`src/rtl/raster_scan_counter.sv`:
```
// 2-D raster (col,row) address generator with run-time bounds, valid/ready handshake and frame markers.
// Optional build macro RASTER_CONTINUOUS_EN: frames repeat back-to-back without returning to DONE.
module raster_scan_counter #(
  parameter int X_WIDTH    = 10,
  parameter int Y_WIDTH    = 9,
  parameter int FCNT_WIDTH = 8
) (
  input  logic                  clk_i,
  input  logic                  rst_i,
  input  logic                  start_i,
  input  logic                  abort_i,
  input  logic [X_WIDTH-1:0]    x_last_i,
  input  logic [Y_WIDTH-1:0]    y_last_i,
  input  logic                  ready_i,
  output logic                  valid_o,
  output logic [X_WIDTH-1:0]    x_o,
  output logic [Y_WIDTH-1:0]    y_o,
  output logic                  sol_o,
  output logic                  eol_o,
  output logic                  sof_o,
  output logic                  eof_o,
  output logic                  busy_o,
  output logic                  done_o,
  output logic [FCNT_WIDTH-1:0] frame_cnt_o
);

  localparam logic [1:0] ST_IDLE = 2'd0;
  localparam logic [1:0] ST_RUN  = 2'd1;
  localparam logic [1:0] ST_DONE = 2'd2;

  logic [1:0]            state_p0;
  logic [X_WIDTH-1:0]    x_p0;
  logic [Y_WIDTH-1:0]    y_p0;
  logic [X_WIDTH-1:0]    x_last_p0;
  logic [Y_WIDTH-1:0]    y_last_p0;
  logic [FCNT_WIDTH-1:0] fcnt_p0;
  logic                  done_p0;
  logic                  vld_p0;
  logic                  beat;
  logic                  x_at_last;
  logic                  y_at_last;

  assign vld_p0    = (state_p0 == ST_RUN);
  assign beat      = vld_p0 & ready_i;
  assign x_at_last = (x_p0 == x_last_p0);
  assign y_at_last = (y_p0 == y_last_p0);

  // Stage p0: state, coordinate counters, latched bounds and frame counter
  always_ff @(posedge clk_i or posedge rst_i) begin
    if (rst_i) begin
      state_p0  <= ST_IDLE;
      x_p0      <= '0;
      y_p0      <= '0;
      x_last_p0 <= '0;
      y_last_p0 <= '0;
      fcnt_p0   <= '0;
      done_p0   <= 1'b0;
    end else begin
      done_p0 <= 1'b0;
      if (abort_i) begin
        state_p0 <= ST_IDLE;
        x_p0     <= '0;
        y_p0     <= '0;
      end else if (start_i && (state_p0 != ST_RUN)) begin
        state_p0  <= ST_RUN;
        x_p0      <= '0;
        y_p0      <= '0;
        x_last_p0 <= x_last_i;
        y_last_p0 <= y_last_i;
      end else if (beat) begin
        if (!x_at_last) begin
          x_p0 <= x_p0 + 1'b1;
        end else if (!y_at_last) begin
          x_p0 <= '0;
          y_p0 <= y_p0 + 1'b1;
        end else begin
          x_p0    <= '0;
          y_p0    <= '0;
          fcnt_p0 <= fcnt_p0 + 1'b1;
          done_p0 <= 1'b1;
`ifdef RASTER_CONTINUOUS_EN
          // Next frame starts immediately with freshly sampled bounds
          x_last_p0 <= x_last_i;
          y_last_p0 <= y_last_i;
`else
          state_p0 <= ST_DONE;
`endif
        end
      end
    end
  end

  assign valid_o     = vld_p0;
  assign busy_o      = vld_p0;
  assign x_o         = x_p0;
  assign y_o         = y_p0;
  assign done_o      = done_p0;
  assign frame_cnt_o = fcnt_p0;
  assign sol_o       = vld_p0 & (x_p0 == '0);
  assign eol_o       = vld_p0 & x_at_last;
  assign sof_o       = sol_o & (y_p0 == '0);
  assign eof_o       = eol_o & y_at_last;

endmodule

```
`config.mk`:
```
export PLATFORM = sky130hd
export DESIGN_NAME = raster_scan_counter
export DESIGN_NICKNAME = d
export VERILOG_FILES = /design/src/rtl/raster_scan_counter.sv
export SDC_FILE = /design/constraint.sdc
export NUM_CORES = 1
export LEC_CHECK = 0
export CORE_MARGIN = 10
export CORE_UTILIZATION = 31
export CTS_CLUSTER_SIZE = 16
export DETAILED_ROUTE_END_ITERATION = 10
export SLEW_MARGIN = 20
export SYNTH_ARGS = -nofsm -noshare
export SYNTH_HDL_FRONTEND = slang
export SYNTH_SLANG_ARGS = --single-unit
export TNS_END_PERCENT = 30
```
`constraint.sdc`:
```
create_clock -name clk_i -period 6.9 [get_ports clk_i]
set_input_delay 2.07 -clock clk_i [delete_from_list [all_inputs] [get_ports clk_i]]
set_output_delay 2.07 -clock clk_i [all_outputs]
set_load 0.005 [all_outputs]
```
==> impl_results.md <==
- CP startpoint kind: register
- Psw: 0.000164 W
- DRT Pass-1 Iters: 4
- Comb pwr share: 0.148
- Outcome: complete, no violations
- Number of synthesized flops with an enable pin: 0
- Syn_area_per_cell: 10.7 um^2
- Post-CTS sizing: 0
- Total design power: 0.000644 W
- Vias in the first global route: 2,067
- Yosys reg bits: 49
- CTS tree: yes
- # DRC: 0
- Die W: 112 um
- Min-delay worst type: reg2reg
- Setup CP Type: reg2out
- RSZ-0062 raised after global routing: false
- Worst-case reg-to-reg path depth: 5
- Clock Sinks: 49
- Via-to-Cell Ratio: 4.97
- Footprint of the multi-input gates: 0.00131 mm^2
- Leading area contributor after synthesis: dfrtp_1
- Max VDD drop: 0.0764 mV
- Worst-path clk slew: 0.10 ns
- First-pass GRT wire length: 11,100 um
- Tmin final: 4.56 ns
- Sequential share of power: 0.510
- Compound-Gate Fraction of Synth Area: 0.0633
- Top FF cell, synth: dfrtp_1
- CTS H-tree depth: 2
- Clock Path Buffers: 2
- Gr ovfl total: 0
- Simple-gate area share of the yosys netlist: 0.221
- Share of layout cells above drive strength 1: 0.122
- Vias post-DR: 2,026
- Setup TNS: 0 ns
- Fillcell total: 788
- Synth Area in Adders: 0.0240
- CP max-delay cell: clkdlybuf4s50_1
- Int Pwr: 0.000480 W
- YS warnings: 0
- Yosys top cell area share: 0.470
- IO buf count: 57
- Die span in y: 112 um
- Worst path depth: 5
- CP bufs+invs: 1
- Tot GR Track Use: 0.108
- Post-Route WL: 6750 um
- Area delta synth->final: 30.8%
- Antenna diodes: 0
- Max Slew Vio Count: 0
- Critical path endpoint category: output port
- 1st-iter DRT viols: 87
- Worst endpoint data arrival time: 2.49 ns
- Critical Path RT: 4.83 ns
- Final setup fails: 0
- Clk root buf: clkbuf_8
- Synth Net Count: 273
- Highest clock rate: 219 MHz
- FP Rows: 33
- Post-synth ARST share: 1.00
- Cells after Synth: 244
- Hold Vio Cnt, Final: 0
- TritonCTS buffer count: 5
- Leak: 1.39 nW
- Largest net degree at the start of global routing: 50
- Most frequent cells after synthesis: dfrtp_1, xor2_1, mux2_2
- Cell Pwr Density: 189 mW/mm^2
- # IOs: 58
- Cts-stage hold buffer count: 0
- Max stage delay on crit path: 0.54 ns
- Flip-flop and latch area: 0.00123 mm^2
- CORE AREA: 0.00822 mm^2
- Drt wl/cell: 16.5 um
- WHS Path Cells: 1
- Main combinational cell family by area after synthesis: simple AND/OR/NAND/NOR gates
- Slew HR: 0.422
- Sequential-to-total area share from yosys stat: 0.470
- Xor-xnor portion of the synthesized cell area: 0.107
- Pin slew with the least headroom to its limit: 0.866 ns
- Max FO, Critical Path: 7
- Cell variety after synth: 38
- Tcrit/Tclk final: 0.661
- Critical path's top delay family: simple AND/OR/NAND/NOR gates
- Remaining antenna violation count: 0
- Setup bufs post-CTS: 0
- Cell Chain, Critical Path: xor2_1 -> nor4_4 -> nand3_1 -> nor3_1 -> clkdlybuf4s50_1
- Initial Utilization: 0.318
- Max cap viols: 0
- Mapped cell area: 0.00261 mm^2
- Post-synthesis mux area share: 0.0863
- DIE AREA: 0.0125 mm^2
- Dpl hpwl: 4850 um
- Largest cells by area after synthesis: dfrtp_1, mux2_2, xor2_1
- Clock latency at the later pin of the worst-skew pair: 0.31 ns
- Count leader, synth: dfrtp_1
- Clock Power Share: 0.341
- Initial antenna violation count: 0
- Clock skew: 0.00777 ns
- Nets@finish: 331
- Switch share: 0.255
- GPL Wtd Cong: 0.825
==> placed cells by master (no fill, tap or decap), types with 5 or more instances in the layout <==
cell type | Yosys | layout
nand2_1 | 19 | 19
xnor2_1 | 7 | 7
nor3_1 | 5 | 5
clkdlybuf4s50_1 | 0 | 57
ha_1 | 5 | 5
nor4_1 | 13 | 13
nand3_1 | 10 | 10
mux2_2 | 20 | 20
clkbuf_8 | 0 | 6
nor2_1 | 10 | 10
a21oi_1 | 12 | 12
inv_1 | 10 | 9
a22oi_1 | 6 | 6
xor2_1 | 25 | 25
dfrtp_1 | 49 | 49
==> cell families after synthesis <==
| logic type | after synthesis |
|---|---|
| AO/OA/AOI/OAI | 27 |
| XOR/XNOR | 32 |
| adder cells (fa/ha/maj) | 5 |
| buffers and inverters | 18 |
| flip-flops | 49 |
| multiplexers | 20 |
| AND/OR/NAND/NOR | 93 |
==> layout make-up <==
type,count,area share
inverters,10,0.0114
clock buffers,6,0.0242
clock inverters,2,0.0110
well taps,105,0.0385
multi-input cells,177,0.384
repair buffers,59,0.172
flip-flops and latches,49,0.359
==> worst reg2reg max path: cells and delay by family (launching register included) <==
kind | cells | cell delay [ns]
flops | 1 | 0.47
simple gates | 3 | 1.49
compound gates | 1 | 0.16
xor+xnor | 1 | 0.20
==> final timing paths <==
path / from / to / slack (ns)
worst max-delay path: x_o[3]$_DFFE_PP0P_ / eof_o / 2.34
worst min-delay path: frame_cnt_o[7]$_DFFE_PP0P_ / frame_cnt_o[7]$_DFFE_PP0P_ / 0.48
max in group asynchronous: rst_i / frame_cnt_o[4]$_DFFE_PP0P_ / 4.16
worst min register to register: frame_cnt_o[7]$_DFFE_PP0P_ / frame_cnt_o[7]$_DFFE_PP0P_ / 0.48
worst max register to register: x_o[3]$_DFFE_PP0P_ / y_o[2]$_DFFE_PP0P_ / 4.50
min in group asynchronous: rst_i / x_o[4]$_DFFE_PP0P_ / 2.23
==> flip-flops by register name, summed over array words and instances, names as in the netlist <==
name / count
done_o: 1
frame_cnt_o: 8
state_p0: 2
x_last_p0: 10
x_o: 10
y_last_p0: 9
y_o: 9
==> per-stage QoR <==
step / std cells / cell area [um^2] / utilization / hold slack [ns] / setup slack (ns)
floorplan: 244 / 2610 / - / 0.465 / 3.11
CTS: 408 / 3410 / 0.415 / 0.480 / 2.30
global route: 408 / 3410 / 0.415 / 0.511 / 2.13
detailed placement: 400 / 3290 / 0.401 / 0.460 / 2.66
finish: 408 / 3410 / 0.415 / 0.478 / 2.34
global placement: 400 / 3290 / 0.401 / 0.467 / 2.68
==> power by group through the flow <==
stage,Clock [W],Sequential (W),Combinational (W)
2_1_floorplan,0,0.000329,0.0000662
4_1_cts,0.000225,0.000329,0.0000974
3_3_place_gp,0,0.000334,0.0000958
6_report,0.000220,0.000329,0.0000957
5_1_grt,0.000238,0.000332,0.000106
3_5_place_dp,0,0.000335,0.0000966
==> routing by layer <==
layer / GRT usage / vias to the layer above / share of wire
li1: - / 987 / -
met1: 0.150 / 962 / 0.48
met2: 0.152 / 66 / 0.44
met3: 0.0317 / 11 / 0.066
met4: 0.0428 / 0 / 0.018
met5: 0 / - / 0
No activity file was read; power rests on OpenSTA's default activity.
